`config.mk`:
```
export PLATFORM = sky130hd
export DESIGN_NAME = keypad_scan_debounce
export DESIGN_NICKNAME = d
export VERILOG_FILES = /design/src/rtl/keypad_pkg.sv /design/src/rtl/keypad_scan_debounce_row_sync.sv /design/src/rtl/keypad_scan_debounce.sv
export SDC_FILE = /design/constraint.sdc
export NUM_CORES = 1
export LEC_CHECK = 0
export BUFFER_PORTS_ARGS = -buffer_cell sky130_fd_sc_hd__clkbuf_2
export CAP_MARGIN = 10
export CORE_UTILIZATION = 30
export DETAILED_ROUTE_END_ITERATION = 7
export GPL_ROUTABILITY_DRIVEN = 0
export PLACE_DENSITY = 0.47
export SETUP_SLACK_MARGIN = 0.1
export SLEW_MARGIN = 0
export SYNTH_ARGS = -nofsm -noshare
export SYNTH_HDL_FRONTEND = slang
export SYNTH_SLANG_ARGS = --single-unit
```
`constraint.sdc`:
```
create_clock -name clk -period 3 [get_ports clk]
set_input_delay 0.15 -clock clk [delete_from_list [all_inputs] [get_ports clk]]
set_output_delay 0.15 -clock clk [all_outputs]
set_load 0.005 [all_outputs]
```
`src/rtl/keypad_pkg.sv`:
```
// Shared types and constants for the 4x4 keypad scanner.
// Key map is indexed [row][col] as wired on the board.
package keypad_pkg;

   typedef enum logic [1:0] {
      SCAN,
      DEBOUNCE_PRESS,
      HELD,
      DEBOUNCE_RELEASE
   } scan_state_t;

   localparam logic [3:0] KEY_MAP [0:3][0:3] = '{
      '{4'h1, 4'h2, 4'h3, 4'hA},
      '{4'h4, 4'h5, 4'h6, 4'hB},
      '{4'h7, 4'h8, 4'h9, 4'hC},
      '{4'hE, 4'h0, 4'hF, 4'hD}
   };

   localparam logic [3:0] COL_IDLE = 4'b1110;

   // True when exactly one row line is pulled low.
   function automatic logic one_low(input logic [3:0] v);
      return (v == 4'b1110) || (v == 4'b1101) ||
             (v == 4'b1011) || (v == 4'b0111);
   endfunction

   function automatic logic [1:0] low_idx(input logic [3:0] v);
      logic [1:0] idx;
      case (v)
         4'b1101: idx = 2'd1;
         4'b1011: idx = 2'd2;
         4'b0111: idx = 2'd3;
         default: idx = 2'd0;
      endcase
      return idx;
   endfunction

endpackage

```
`src/rtl/keypad_scan_debounce_row_sync.sv`:
```
// Two-flop synchronizer for the raw keypad row lines.
// Resets to all-high, matching the idle pulled-up rows.
module keypad_row_sync (
   input  logic       clk,
   input  logic       rst_n,
   input  logic [3:0] d,
   output logic [3:0] q
);

   logic [3:0] meta;

   always_ff @(posedge clk or negedge rst_n) begin
      if (!rst_n) begin
         meta <= 4'hF;
         q    <= 4'hF;
      end else begin
         meta <= d;
         q    <= meta;
      end
   end

endmodule

```
`src/rtl/keypad_scan_debounce.sv`:
```
// 4x4 keypad column scanner with press/release debounce.
// Emits one key_valid pulse per accepted key with its hex code.
module keypad_scan_debounce
   import keypad_pkg::*;
#(
   parameter int SCAN_CYCLES     = 48_000,
   parameter int DEBOUNCE_CYCLES = 960_000
) (
   input  logic       clk,
   input  logic       reset,
   input  logic [3:0] row,
   output logic [3:0] col,
   output logic [3:0] key_code,
   output logic       key_valid,
   output logic       key_held
);

   localparam int MAX_C = (SCAN_CYCLES > DEBOUNCE_CYCLES) ?
                          SCAN_CYCLES : DEBOUNCE_CYCLES;
   localparam int CW = $clog2(MAX_C);
   localparam logic [CW-1:0] SCAN_LAST = CW'(SCAN_CYCLES - 1);
   localparam logic [CW-1:0] DEB_LAST  = CW'(DEBOUNCE_CYCLES - 1);

   scan_state_t   state, state_d;
   logic [CW-1:0] cnt, cnt_d;
   logic [3:0]    col_d;
   logic [1:0]    col_idx, col_idx_d;
   logic [1:0]    row_idx, row_idx_d;
   logic [3:0]    code_d;
   logic          valid_d, held_d;
   logic [3:0]    rows_s;
   logic          row_hi;

   keypad_row_sync u_sync (
      .clk   (clk),
      .rst_n (reset),
      .d     (row),
      .q     (rows_s)
   );

   assign row_hi = rows_s[row_idx];

   always_comb begin
      state_d   = state;
      cnt_d     = cnt;
      col_d     = col;
      col_idx_d = col_idx;
      row_idx_d = row_idx;
      code_d    = key_code;
      valid_d   = 1'b0;
      held_d    = key_held;
      unique case (state)
         SCAN: begin
            if (cnt == SCAN_LAST) begin
               cnt_d = '0;
               if (one_low(rows_s)) begin
                  state_d   = DEBOUNCE_PRESS;
                  row_idx_d = low_idx(rows_s);
               end else begin
                  col_d     = {col[2:0], col[3]};
                  col_idx_d = col_idx + 2'd1;
               end
            end else begin
               cnt_d = cnt + 1'b1;
            end
         end
         DEBOUNCE_PRESS: begin
            // A bounce back high abandons this column entirely.
            if (row_hi) begin
               state_d   = SCAN;
               cnt_d     = '0;
               col_d     = {col[2:0], col[3]};
               col_idx_d = col_idx + 2'd1;
            end else if (cnt == DEB_LAST) begin
               state_d = HELD;
               cnt_d   = '0;
               valid_d = 1'b1;
               held_d  = 1'b1;
               code_d  = KEY_MAP[row_idx][col_idx];
            end else begin
               cnt_d = cnt + 1'b1;
            end
         end
         HELD: begin
            if (row_hi) begin
               state_d = DEBOUNCE_RELEASE;
               cnt_d   = '0;
            end
         end
         DEBOUNCE_RELEASE: begin
            if (!row_hi) begin
               state_d = HELD;
            end else if (cnt == DEB_LAST) begin
               state_d   = SCAN;
               cnt_d     = '0;
               held_d    = 1'b0;
               col_d     = {col[2:0], col[3]};
               col_idx_d = col_idx + 2'd1;
            end else begin
               cnt_d = cnt + 1'b1;
            end
         end
         default: state_d = SCAN;
      endcase
   end

   always_ff @(posedge clk or negedge reset) begin
      if (!reset) begin
         state     <= SCAN;
         cnt       <= '0;
         col       <= COL_IDLE;
         col_idx   <= 2'd0;
         row_idx   <= 2'd0;
         key_code  <= 4'h0;
         key_valid <= 1'b0;
         key_held  <= 1'b0;
      end else begin
         state     <= state_d;
         cnt       <= cnt_d;
         col       <= col_d;
         col_idx   <= col_idx_d;
         row_idx   <= row_idx_d;
         key_code  <= code_d;
         key_valid <= valid_d;
         key_held  <= held_d;
      end
   end

endmodule

```
==> reports/results.tsv <==
metric	value	unit
Placed Instances	324	
Synth Area in XOR/XNOR	0.08383	
critical path data required time	3.19	ns
Detailed Place HPWL	3073	um
post-CTS setup buffer count	0	
clk_lat worst skew	0.30	ns
gr ovfl total	0	
pwr dens	409.2	nW/um2
Hold Path Class	in -> async	
post-synth cell types	53	
critical path class	reg -> reg	
syn avg cell area	10.69	um2
final slew viol count	0	
Synth Area in Compound Gates	0.1040	
WL met3	101	um
Fillers	722	
Ports	16	
PortBufs	15	
WHS	0.01079	ns
CP max-delay cell	or4_4	
status	finished, final reports clean	
Post-CTS Resized	0	
wire length on met1	2271	um
routed wire length	4304	um
Initial Utilization	0.3135	
initial DRC count	59	
first-pass GRT wire length	7562	um
vias per inst	4.708	
Syn Std Cell Area	2298	um2
H-tree depth	2	
largest net degree at the start of global routing	41	
Buffers & Inverters on Critical Path	0	
Final TNS setup	0	ns
Vias	1582	
Rel. slew slack	0.3296	
worst r2r path cells	5	
Final Hold Fails	0	
Synth Area in Adders	0.005444	
number of cells on the critical path	5	
die width	89.53	um
RSZ-0062 raised after global routing	no	
leakage	0.001150	uW
CTS buffer count	5	
Peak VDD IR	0.1696	mV
total global-route track usage	0.1245	
top sig layer	met4	
CTS Sinks	44	
synth warn	0	
vias in the first global route	1516	
crit-path leading delay family	simple AND/OR/NAND/NOR gates	
Crit Path Max Fanout	6	
Top cell by count, worst path	or4_4	
CORE AREA	7331	um2
layout cell share with drive strength beyond 1	0.2532	
CP peak stage delay	0.56	ns
Final Skew	0.008433	ns
Syn-to-layout area delta	14.26	%
drt first pass iters	7	
Crit. End Element	flop	
max-cap viol count	0	
mux contribution to synthesized area	0.07077	
startpoint types	flop	
commonest non-fill, non-tap cell in the layout	dfrtp_1	
ant diodes	0	
Reg power frac	0.565	
#FFs+latches synth	44	
Cell Count, Final, Fillers Out	336	
clock share of power	0.405	
Sw Pwr	241.6	uW
remaining antenna violation count	0	
Post-synth EDFFs	0	
die area	8016	um2
Seq/Total Area, Yosys	0.4850	
hold_buf cts	4	
async set-reset flop share out of synthesis	1.000	
Mapped Nets	222	
DR DRC count	0	
final core occ	0.3583	
Net count, final	243	
TritonCTS clock tree	done	
Die Span Y	89.53	um
most frequent cells in the layout	dfrtp_1 (33), nor2_1 (32), clkbuf_2 (15)	
Slew @ Worst Pin	1.006	ns
clock transition at the registers of the reported paths	0.09	ns
Synth Area in Simple Gates	0.2243	
routed wl met2	1896	um
largest family of logic cells by synthesized area	simple AND/OR/NAND/NOR gates	
crit-path cells	or4_4 -> nor4_4 -> nand2_2 -> or4_4 -> mux2_4	
final period utilization	0.7835	
Synth Instances	215	
# rows	31	
combinational power share	0.030	
CP Data Arrival Time	2.54	ns
CTS root buf	clkbuf_8	
min Tclk post-route	2.350	ns
wire per inst	12.81	um
initial antenna violation count	0	
Switching Fraction	0.2249	
Longest Clk Path Bufs	2	
Final Setup Violations	0	
Fmax achieved	0.4255	GHz
most used flip-flop cell after synthesis	dfrtp_1	
Internal	833.0	uW
[flip-flops by register name, summed over array words and instances, names as in the netlist, named ones only]
| signal | flops |
|---|---|
| state | 1 |
| col | 4 |
| row_idx | 2 |
| key_valid | 1 |
| col_idx | 2 |
| key_held | 1 |
| u_sync.q | 4 |
| cnt | 20 |
| u_sync.meta | 4 |
| key_code | 4 |
[power groups by stage]
stage / Combinational [uW] / Sequential, uW / Clock, uW
2_1_floorplan: 11.6 / 617 / 0
3_3_place_gp: 30.2 / 618 / 0
3_5_place_dp: 30.5 / 618 / 0
4_1_cts: 34.5 / 607 / 457
5_1_grt: 38.1 / 608 / 477
6_report: 32.7 / 607 / 435
[area by class of cell]
class | instances | area [um2] | area share
multi-input cells | 158 | 1122 | 0.4273
flip-flops and latches | 44 | 1115 | 0.4245
clock buffers | 6 | 93.84 | 0.03573
clock inverters | 2 | 15.01 | 0.005717
repair buffers | 22 | 137.6 | 0.05241
inverters | 5 | 18.77 | 0.007146
well taps | 99 | 123.9 | 0.04717
[cells by family (layout without fill, tap and decap cells)]
logic type / count (synthesis) / count (layout)
and+or+nand+nor: 93 / 93
DFF: 44 / 44
AOI/OAI and AO/OA: 29 / 29
xor gates and xnor gates: 22 / 22
muxes: 13 / 13
buffers and inverters: 13 / 35
adders and majority gates: 1 / 1
[path summary, 6_finish.rpt]
check / from / endpoint / slack, ns
min reg2reg: u_sync.meta[1] / u_sync.q[1] / 0.36
max reg2reg: cnt[10] / row_idx[1] / 0.65
max in group asynchronous: reset / u_sync.q[0] / 2.26
max: cnt[10] / row_idx[1] / 0.65
min: reset / cnt[5] / 0.01
min in group clk: u_sync.meta[1] / u_sync.q[1] / 0.36
[synthesized netlist by cell type, types with 2 or more instances]
master     instances  share of area
a21oi_1            5          0.011
a22o_1             2         0.0076
a31oi_1            3         0.0082
and3_1             6          0.016
and4_1             3          0.011
buf_4              3         0.0098
clkbuf_1           4         0.0065
dfrtp_1           33           0.36
dfstp_2           11           0.13
inv_1              5         0.0082
mux2_2             7          0.034
mux2_4             2          0.013
mux2i_1            2         0.0087
nand2_1           10          0.016
nand2b_1           3         0.0082
nand3_1            8          0.017
nand3b_1           2         0.0065
nand4_1            3         0.0082
nand4b_1           2         0.0076
nor2_1            32          0.052
nor2b_1            3         0.0082
nor3_1             5          0.011
nor4_1             2         0.0054
o2111ai_1          2         0.0076
o211a_1            2         0.0087
o21ai_0            5          0.011
or2_2              3         0.0082
or4_4              2         0.0098
xnor2_1           12          0.046
xor2_1            10          0.038
[layer usage]
layer  vias up  track usage
li1        806            -
met1       760       0.1791
met2        14       0.1881
met3         2      0.02493
met4         0      0.03896
met5         -            0
[worst register-to-register path: cells and delay by family (launching register included)]
family | cells | cell delay (ns)
mux | 1 | 0.31
simple gates | 4 | 1.50
flops | 1 | 0.44
[metrics by stage]
stage,total power (uW),area [um2],worst slack (ns)
final,1075,2626,0.6496
after CTS,1099,2626,0.6252
after global routing,1123,2626,0.5227
after global placement,648.3,2477,0.6896
after detailed placement,648.8,2477,0.6448
after floorplan,628.9,2298,0.7542
No activity file was read; power rests on OpenSTA's default activity.
